[src/rtl/knight_pkg.sv]
// Shared constants for the knight move sequencer: direction codes, piece encoding and FSM states.
// The optional KNIGHT_SEQ_PIPELINE_EN build is handled in knight_move_sequencer.sv.
package knight_pkg;

   localparam logic [2:0] UPLEFTLEFT     = 3'd0;
   localparam logic [2:0] UPUPLEFT       = 3'd1;
   localparam logic [2:0] UPUPRIGHT      = 3'd2;
   localparam logic [2:0] UPRIGHTRIGHT   = 3'd3;
   localparam logic [2:0] DOWNRIGHTRIGHT = 3'd4;
   localparam logic [2:0] DOWNDOWNRIGHT  = 3'd5;
   localparam logic [2:0] DOWNDOWNLEFT   = 3'd6;
   localparam logic [2:0] LEFTLEFTDOWN   = 3'd7;

   localparam logic [3:0] PIECE_EMPTY = 4'h0;
   localparam int         COLOR_BIT   = 3;

   localparam logic [1:0] IDLE  = 2'd0;
   localparam logic [1:0] ISSUE = 2'd1;
   localparam logic [1:0] WAIT  = 2'd2;
   localparam logic [1:0] DONE  = 2'd3;

endpackage

[src/rtl/knight_move_sequencer_if.sv]
// Scanner bus between the knight move sequencer (master) and the shared knight-square scanner (slave).
interface knight_move_sequencer_if;

   logic [5:0] scan_pos;
   logic [2:0] scan_dir;
   logic       scan_hit;
   logic [5:0] scan_target;
   logic [3:0] scan_piece;

   modport master (
      output scan_pos,
      output scan_dir,
      input  scan_hit,
      input  scan_target,
      input  scan_piece
   );

   modport slave (
      input  scan_pos,
      input  scan_dir,
      output scan_hit,
      output scan_target,
      output scan_piece
   );

endinterface

[src/rtl/knight_move_classify.sv]
// Combinational classification of one scanner response: quiet move, capture, or nothing.
module knight_move_classify
   import knight_pkg::*;
(
   input  logic       hit,
   input  logic [3:0] piece,
   input  logic       mover_color,
   output logic       is_quiet,
   output logic       is_capture
);

   // Off-board and own-colour targets fall through as neither quiet nor capture.
   assign is_quiet   = hit && (piece == PIECE_EMPTY);
   assign is_capture = hit && (piece != PIECE_EMPTY) && (piece[COLOR_BIT] != mover_color);

endmodule

[src/rtl/knight_move_sequencer.sv]
// Walks the knight-square scanner through all 8 directions for one origin and builds quiet/capture masks.
// Define KNIGHT_SEQ_PIPELINE_EN for back-to-back issue with a valid shift register; default is issue-and-wait.
module knight_move_sequencer
   import knight_pkg::*;
#(
   parameter int SCAN_LAT = 1
) (
   input  logic                    clk,
   input  logic                    reset,
   input  logic                    start,
   input  logic [5:0]              origin,
   input  logic                    mover_color,
   knight_move_sequencer_if.master scan,
   output logic                    busy,
   output logic                    done,
   output logic [63:0]             quiet_mask,
   output logic [63:0]             capture_mask,
   output logic [3:0]              move_count
);

   logic [1:0]  state_reg, state_next;
   logic [5:0]  scan_pos_reg, scan_pos_next;
   logic [2:0]  scan_dir_reg, scan_dir_next;
   logic        color_reg, color_next;
   logic [63:0] quiet_reg, quiet_next;
   logic [63:0] capture_reg, capture_next;
   logic [3:0]  count_reg, count_next;
   logic        is_quiet, is_capture;
   logic        sample;

`ifdef KNIGHT_SEQ_PIPELINE_EN
   logic [SCAN_LAT-1:0] vld_sr_reg, vld_sr_next;
   logic [2:0]          resp_cnt_reg, resp_cnt_next;

   // A response is valid when the issue tag has travelled the full scanner latency.
   assign sample = vld_sr_reg[SCAN_LAT-1];
`else
   localparam int WCW = (SCAN_LAT > 1) ? $clog2(SCAN_LAT) : 1;
   localparam logic [WCW-1:0] WAIT_LAST = WCW'(SCAN_LAT - 1);

   logic [WCW-1:0] wait_cnt_reg, wait_cnt_next;

   assign sample = (state_reg == WAIT) && (wait_cnt_reg == WAIT_LAST);
`endif

   knight_move_classify u_classify (
      .hit         (scan.scan_hit),
      .piece       (scan.scan_piece),
      .mover_color (color_reg),
      .is_quiet    (is_quiet),
      .is_capture  (is_capture)
   );

   always_comb begin
      state_next    = state_reg;
      scan_pos_next = scan_pos_reg;
      scan_dir_next = scan_dir_reg;
      color_next    = color_reg;
      quiet_next    = quiet_reg;
      capture_next  = capture_reg;
      count_next    = count_reg;
`ifdef KNIGHT_SEQ_PIPELINE_EN
      vld_sr_next    = vld_sr_reg;
      vld_sr_next[0] = (state_reg == ISSUE);
      for (int i = 1; i < SCAN_LAT; i++) begin
         vld_sr_next[i] = vld_sr_reg[i-1];
      end
      resp_cnt_next = sample ? resp_cnt_reg + 3'd1 : resp_cnt_reg;
`else
      wait_cnt_next = wait_cnt_reg;
`endif

      if (sample) begin
         if (is_quiet) begin
            quiet_next[scan.scan_target] = 1'b1;
            count_next = count_reg + 4'd1;
         end
         if (is_capture) begin
            capture_next[scan.scan_target] = 1'b1;
            count_next = count_reg + 4'd1;
         end
      end

      case (state_reg)
         IDLE: begin
            if (start) begin
               state_next    = ISSUE;
               scan_pos_next = origin;
               scan_dir_next = UPLEFTLEFT;
               color_next    = mover_color;
               quiet_next    = '0;
               capture_next  = '0;
               count_next    = '0;
`ifdef KNIGHT_SEQ_PIPELINE_EN
               resp_cnt_next = '0;
`endif
            end
         end
`ifdef KNIGHT_SEQ_PIPELINE_EN
         ISSUE: begin
            if (scan_dir_reg == LEFTLEFTDOWN) begin
               state_next = WAIT;
            end else begin
               scan_dir_next = scan_dir_reg + 3'd1;
            end
         end
         WAIT: begin
            if (sample && (resp_cnt_reg == 3'd7)) begin
               state_next = DONE;
            end
         end
`else
         ISSUE: begin
            state_next    = WAIT;
            wait_cnt_next = '0;
         end
         WAIT: begin
            if (wait_cnt_reg == WAIT_LAST) begin
               // The direction register doubles as the pass counter; it stops at the last direction.
               if (scan_dir_reg == LEFTLEFTDOWN) begin
                  state_next = DONE;
               end else begin
                  state_next    = ISSUE;
                  scan_dir_next = scan_dir_reg + 3'd1;
               end
            end else begin
               wait_cnt_next = wait_cnt_reg + 1'b1;
            end
         end
`endif
         DONE:    state_next = IDLE;
         default: state_next = IDLE;
      endcase
   end

   always_ff @(posedge clk) begin
      if (reset) begin
         state_reg    <= IDLE;
         scan_pos_reg <= '0;
         scan_dir_reg <= '0;
         color_reg    <= 1'b0;
         quiet_reg    <= '0;
         capture_reg  <= '0;
         count_reg    <= '0;
`ifdef KNIGHT_SEQ_PIPELINE_EN
         vld_sr_reg   <= '0;
         resp_cnt_reg <= '0;
`else
         wait_cnt_reg <= '0;
`endif
      end else begin
         state_reg    <= state_next;
         scan_pos_reg <= scan_pos_next;
         scan_dir_reg <= scan_dir_next;
         color_reg    <= color_next;
         quiet_reg    <= quiet_next;
         capture_reg  <= capture_next;
         count_reg    <= count_next;
`ifdef KNIGHT_SEQ_PIPELINE_EN
         vld_sr_reg   <= vld_sr_next;
         resp_cnt_reg <= resp_cnt_next;
`else
         wait_cnt_reg <= wait_cnt_next;
`endif
      end
   end

   assign scan.scan_pos = scan_pos_reg;
   assign scan.scan_dir = scan_dir_reg;
   assign busy          = (state_reg != IDLE);
   assign done          = (state_reg == DONE);
   assign quiet_mask    = quiet_reg;
   assign capture_mask  = capture_reg;
   assign move_count    = count_reg;

endmodule
[src/flat_wrapper.sv]
// flat-port wrapper written by rule: the top's interface ports become plain ports
module knight_move_sequencer_flat import knight_pkg::*;
#(
   parameter int SCAN_LAT = 1
)
  (clk, reset, start, origin, mover_color, busy, done, quiet_mask, capture_mask, move_count, scan_scan_pos, scan_scan_dir, scan_scan_hit, scan_scan_target, scan_scan_piece);
  knight_move_sequencer_if scan_i ();
  input  logic clk;
  input  logic reset;
  input  logic start;
  input  logic [5:0] origin;
  input  logic mover_color;
  output logic busy;
  output logic done;
  output logic [63:0] quiet_mask;
  output logic [63:0] capture_mask;
  output logic [3:0] move_count;
  output wire logic [$bits(scan_i.scan_pos)-1:0] scan_scan_pos;
  output wire logic [$bits(scan_i.scan_dir)-1:0] scan_scan_dir;
  input wire logic [$bits(scan_i.scan_hit)-1:0] scan_scan_hit;
  input wire logic [$bits(scan_i.scan_target)-1:0] scan_scan_target;
  input wire logic [$bits(scan_i.scan_piece)-1:0] scan_scan_piece;
  assign scan_scan_pos = scan_i.scan_pos;
  assign scan_scan_dir = scan_i.scan_dir;
  assign scan_i.scan_hit = scan_scan_hit;
  assign scan_i.scan_target = scan_scan_target;
  assign scan_i.scan_piece = scan_scan_piece;
  knight_move_sequencer #(.SCAN_LAT(SCAN_LAT)) u_core (.clk(clk), .reset(reset), .start(start), .origin(origin), .mover_color(mover_color), .scan(scan_i), .busy(busy), .done(done), .quiet_mask(quiet_mask), .capture_mask(capture_mask), .move_count(move_count));
endmodule
[config.mk]
export PLATFORM = sky130hd
export DESIGN_NAME = knight_move_sequencer_flat
export DESIGN_NICKNAME = d
export VERILOG_FILES = /design/src/rtl/knight_pkg.sv /design/src/rtl/knight_move_sequencer_if.sv /design/src/rtl/knight_move_classify.sv /design/src/rtl/knight_move_sequencer.sv /design/src/flat_wrapper.sv
export SDC_FILE = /design/constraint.sdc
export NUM_CORES = 1
export LEC_CHECK = 0
export BUFFER_PORTS_ARGS = -buffer_cell sky130_fd_sc_hd__buf_2
export CAP_MARGIN = 0
export CORE_MARGIN = 3
export CORE_UTILIZATION = 56
export CTS_BUF_LIST = sky130_fd_sc_hd__clkbuf_4 sky130_fd_sc_hd__clkbuf_8
export DETAILED_ROUTE_END_ITERATION = 10
export PLACE_DENSITY_LB_ADDON = 0.3
export SYNTH_ARGS = -nofsm -noshare
export SYNTH_HDL_FRONTEND = slang
export SYNTH_SLANG_ARGS = --single-unit
[constraint.sdc]
create_clock -name clk -period 3 [get_ports clk]
set_clock_uncertainty 0.05 [all_clocks]
set_input_delay 0.15 -clock clk [delete_from_list [all_inputs] [get_ports clk]]
set_output_delay 0.15 -clock clk [all_outputs]
set_load 0.005 [all_outputs]
==> results of run 1 <==
[metrics by stage]
| stage | instance area, um2 | setup WS [ns] | utilization [%] |
|---|---|---|---|
| 2_1_floorplan | 5120 | 1.33 | - |
| 3_3_place_gp | 6040 | 1.06 | 68.6 |
| 3_5_place_dp | 6040 | 0.973 | 68.6 |
| 4_1_cts | 6650 | 0.944 | 75.5 |
| 5_1_grt | 6650 | 0.766 | 75.5 |
| 6_report | 6650 | 0.916 | 75.5 |
[logic make-up (layout without fill, tap and decap cells)]
| logic type | after synthesis | in the layout | share of synthesized area, % |
|---|---|---|---|
| simple gates | 227 | 227 | 23.5 |
| flops | 144 | 144 | 56.3 |
| buf+inv | 29 | 222 | 2.44 |
| compound gates | 138 | 138 | 14.8 |
| fa+ha+maj | 3 | 3 | 0.733 |
| xor+xnor | 3 | 3 | 0.660 |
| mux | 8 | 8 | 1.56 |
[Yosys cell counts (3+ instances only)]
master	instances	area, um2
nor2_1	145	544
dfxtp_1	144	2880
a21oi_1	89	445
a31oi_1	25	156
nand2_1	23	86.3
clkbuf_1	17	63.8
buf_2	10	50.1
mux2i_1	8	80.1
o21ai_1	8	40.0
o31ai_1	8	60.1
nor4_4	7	149
nand2b_1	4	25.0
nand3b_1	4	30.0
nor3_2	4	40.0
nor3b_1	4	30.0
ha_1	3	37.5
nand3_1	3	15.0
nor2_2	3	18.8
nor3_1	3	15.0
[path summary, 6_finish.rpt]
check        slack [ns]                                 to  cells past startpoint                         startpoint
max                0.92   u_core.quiet_mask[31]$_SDFF_PP0_                      4   u_core.state_reg[1]$_SDFFE_PP0P_
min reg2reg        0.40  u_core.capture_mask[9]$_SDFF_PP0_                      2  u_core.capture_mask[9]$_SDFF_PP0_
min                0.10  u_core.capture_mask[9]$_SDFF_PP0_                      3                scan_scan_target[3]
max reg2reg        0.92   u_core.quiet_mask[31]$_SDFF_PP0_                      4   u_core.state_reg[1]$_SDFFE_PP0P_
[per-layer routing]
metal	GRT usage, %	vias to the layer above	wire length [um]
li1	-	2276	-
met1	35.3	2276	6000
met2	45.6	209	6850
met3	10.4	22	1290
met4	8.08	0	243
met5	0	-	0
[critical path, cell delays in order (launching register included)]
cell      delay [ns]
dfxtp_1         0.61
nand3b_1        0.35
nor2_1          0.68
a31oi_1         0.17
nor2_1          0.15
[layout make-up]
cell class | instances | share of cell area [%]
clock buffers | 20 | 4.05
clock inverters | 12 | 2.58
inverters | 1 | 0.0564
multi-input cells | 379 | 31.9
flip-flops and latches | 144 | 43.3
well taps | 108 | 2.03
repair buffers | 189 | 16.0
[placed cells by master, fill, tap and decap left out, types with 4 or more instances in the layout]
| cell | instances |
|---|---|
| nor3_2 | 4 |
| buf_2 | 163 |
| dfxtp_1 | 144 |
| o31ai_1 | 8 |
| dlygate4sd3_1 | 17 |
| nand2_1 | 23 |
| nand2b_1 | 4 |
| clkbuf_8 | 19 |
| buf_4 | 8 |
| nor2_1 | 145 |
| nor4_4 | 7 |
| a31oi_1 | 25 |
| mux2i_1 | 8 |
| inv_6 | 4 |
| o21ai_1 | 8 |
| a21oi_1 | 89 |
| nand3b_1 | 4 |
[power breakdown]
| part | switching (uW) | internal [uW] |
|---|---|---|
| Sequential | 10.6 | 1920 |
| Combinational | 139 | 74.3 |
| Clock | 771 | 899 |
==> out/results.txt, run 1 <==
wire per inst -> 16.9 um
Synth Area per Inst -> 9.28 um2
first-pass GRT wire length -> 22.6 mm
required time of the worst setup path -> 3.33 ns
Arr. time, crit path -> 2.41 ns
antenna violations before repair -> 0
async set-reset flop share out of synthesis -> 0%
hold crit path type -> input pin to register
final std cells w/o fill -> 853
Max VDD drop -> 513 uV
die height -> 102 um
unrepaired setup endpoints after global routing -> false
Core ar. -> 8810 um2
setup TNS -> 0 ns
slew margin rel. -> 40.5%
Fill cells -> 634
Worst Tran Pin Value -> 0.889 ns
dpl cells -> 804
Post-CTS Setup Bufs -> 0
crit path max fanout -> 16
Fin. Hold Viols -> 0
clk_lat worst skew -> 0.44 ns
Worst Hold Margin -> 0.105 ns
synth warn -> 0
TritonCTS buffer count -> 17
Post-CTS Hold Buffers -> 17
Startpoint Class -> register
HPWL after detailed placement -> 9.98 mm
Critical Path End Type -> register
I/O Pins -> 164
share of post-route cells with drive strength above 1 -> 31.1%
Post-synth top flop -> dfxtp_1
Die ar. -> 10300 um2
vias in the first global route -> 4577
#FFs+latches synth -> 144
Overflow after GRT -> 0
Rows -> 34
post-layout min period -> 2.08 ns
Post-CTS Resized -> 0
status -> finished, final reports clean
PwrDens -> 573 nW/um2
Routed Antenna Nets -> 0
Setup violations, final -> 0
P&R area growth vs syn -> 29.8%
pin count of the biggest net entering global routing -> 71
count of cell types in the netlist -> 47
CTS tree -> done
drt drc -> 0
Clock Tree Buf Depth -> 2
Initial DRC Count -> 263
synthesized netlist cell count -> 552
vias per inst -> 5.61
EDFF count, synth -> 0
final worst-path cycle share -> 69.5%
GP Congestion -> 0.832
antenna cell count -> 0
DR vias -> 4783
post-synthesis instance area -> 5120 um2
H-tree Lvls -> 4
Routed WL -> 14.4 mm
P_leak -> 0.00294 uW
Initial Util -> 58.2%
die width -> 102 um
syn nets -> 576
Seq/Total Area, Yosys -> 56.3%
Nets -> 756
register area -> 2880 um2
Total Routing Usage GR -> 28.1%
WS Path Type -> register to register
Clk pin slew, worst setup/hold paths -> 0.08 ns
Root Driver -> clkbuf_8
Fmax achieved -> 0.480 GHz
footprint of the multi-input gates -> 2120 um2
MaxCap Viol Count -> 0
clock sink count -> 144
Total Power -> 3810 uW
Final Max Slew Viols -> 0
drt pass-1 iters -> 6
Port-buffer cells -> 163
Note: power is estimated with default switching activity, not from simulation.
==> run 2: changes to the inputs <==
--- a/config.mk
+++ b/config.mk
@@ -8,7 +8,7 @@
 export BUFFER_PORTS_ARGS = -buffer_cell sky130_fd_sc_hd__buf_2
 export CAP_MARGIN = 0
 export CORE_MARGIN = 3
-export CORE_UTILIZATION = 56
+export CORE_UTILIZATION = 47
 export CTS_BUF_LIST = sky130_fd_sc_hd__clkbuf_4 sky130_fd_sc_hd__clkbuf_8
 export DETAILED_ROUTE_END_ITERATION = 10
 export PLACE_DENSITY_LB_ADDON = 0.3
==> constraint.sdc (replaced) <==
create_clock -name clk -period 1.85 [get_ports clk]
set_clock_uncertainty 0.05 [all_clocks]
set_input_delay 0.0925 -clock clk [delete_from_list [all_inputs] [get_ports clk]]
set_output_delay 0.0925 -clock clk [all_outputs]
set_load 0.005 [all_outputs]
==> out/results.txt, run 2 (synthesis results as in run 1) <==
status -> finished, final reports clean
Initial Util -> 49.0%
unrepaired setup endpoints after global routing -> true
MaxCap Viol Count -> 0
GP Congestion -> 0.792
slew margin rel. -> 55.6%
setup TNS -> 0 ns
Placement Setup Slack -> 0.107 ns
Core ar. -> 10500 um2
H-tree Lvls -> 4
Total Routing Usage GR -> 24.2%
met1 WL -> 6.40 mm
Routed Antenna Nets -> 0
Die ar. -> 12200 um2
required time of the worst setup path -> 2.16 ns
antenna violations before repair -> 0
share of post-route cells with drive strength above 1 -> 32.6%
flop2flop setup slack -> 0.08 ns
TritonCTS buffer count -> 17
drt drc -> 0
Critical Path End Type -> register
Routed WL -> 15.0 mm
PwrDens -> 876 nW/um2
die height -> 110 um
drt pass-1 iters -> 5
die width -> 110 um
hold crit path type -> input pin to register
CP Launch Point -> u_core.state_reg[1]$_SDFFE_PP0P_
Fmax achieved -> 0.564 GHz
Root Driver -> clkbuf_8
Clock Tree Buf Depth -> 2
end point of the critical path -> u_core.quiet_mask[63]$_SDFF_PP0_
Reg2Reg Depth -> 4
Clk pin slew, worst setup/hold paths -> 0.08 ns
WS Path Type -> register to register
Final Max Slew Viols -> 0
HPWL after detailed placement -> 10.5 mm
Setup violations, final -> 0
most frequent cells in the layout -> 163 x buf_2, 145 x nor2_1, 144 x dfxtp_1
Nets -> 763
most common cell after layout, fill and taps aside -> buf_2
P_leak -> 0.00294 uW
Port-buffer cells -> 163
DR vias -> 4713
post-layout min period -> 1.77 ns
Initial DRC Count -> 354
met3 wire length -> 1.28 mm
Arr. time, crit path -> 2.08 ns
clock sink count -> 144
Max Used Layer -> met4
antenna cell count -> 0
Max VDD drop -> 503 uV
I/O Pins -> 164
clk_lat worst skew -> 0.42 ns
Worst Hold Margin -> 0.0518 ns
Worst Tran Pin Value -> 0.664 ns
vias in the first global route -> 4553
Overflow after GRT -> 0
wire per inst -> 16.9 um
final worst-path cycle share -> 95.9%
Worst R2R Start -> u_core.state_reg[1]$_SDFFE_PP0P_
vias per inst -> 5.31
pin count of the biggest net entering global routing -> 45
Fin. Hold Viols -> 0
first-pass GRT wire length -> 22.7 mm
crit path max fanout -> 8
Startpoint Class -> register
met2 WL -> 7.22 mm
P&R area growth vs syn -> 30.5%
CTS tree -> done
Worst Slack Setup Final -> 0.0758 ns
Rows -> 37
RR Endpoint -> u_core.quiet_mask[63]$_SDFF_PP0_
## run 2: how the worst min path moves through the flow
stage          cells after the start  slack [ns]                 from                              endpoint
3_5_place_dp                       3        0.29            origin[5]  u_core.scan.scan_pos[5]$_SDFFE_PP0P_
4_1_cts                            3        0.02  scan_scan_target[3]     u_core.capture_mask[9]$_SDFF_PP0_
6_report                           3        0.05  scan_scan_target[3]     u_core.capture_mask[9]$_SDFF_PP0_
5_1_grt                            3        0.05  scan_scan_target[3]     u_core.capture_mask[9]$_SDFF_PP0_
3_3_place_gp                       3        0.28            origin[1]  u_core.scan.scan_pos[1]$_SDFFE_PP0P_
2_1_floorplan                      1        0.11                reset      u_core.state_reg[1]$_SDFFE_PP0P_
## run 2: what timing repair did
item | in CTS | in global routing
gates resized for setup | 0 | 0
setup endpoints to repair | 0 | 17
endpoints found under the hold margin | 12 | 0
hold buffers | 11 | 0
setup buffers | 0 | 2
## run 2: stage by stage
step / utilization (%) / std cells / instance area, um2 / power (uW)
global placement: 59.1 / 843 / 6180 / 3530
global route: 63.9 / 888 / 6690 / 6070
CTS: 63.8 / 886 / 6670 / 5880
finish: 63.9 / 888 / 6690 / 5860
floorplan: - / 552 / 5120 / 3400
detailed placement: 59.1 / 843 / 6180 / 3540
## run 2: layer usage
metal  GRT usage [%]  vias to the layer above
met5               0                        -
met4            5.80                        0
met3            8.10                       11
met1            30.0                     2245
li1                -                     2276
met2            40.8                      181
## run 2: final cells by class
cell class	instances	area [um2]
multi-input cells	379	2120
fillers	929	3780
well taps	136	170
clock buffers	18	248
inverters	1	3.75
clock inverters	14	130
flip-flops and latches	144	2880
repair buffers	196	1130
## run 2: where the power goes
group	leakage [uW]	switching (uW)	internal (uW)
clock	0.000184	1250	1120
sequential	0.00116	13.2	3110
combinational	0.00160	236	130
## run 2: critical path, cell delays in order, from the launching register on
cell	delay (ns)
dfxtp_1	0.46
nand3b_1	0.30
nor2_1	0.60
a31oi_1	0.19
nor2_1	0.11
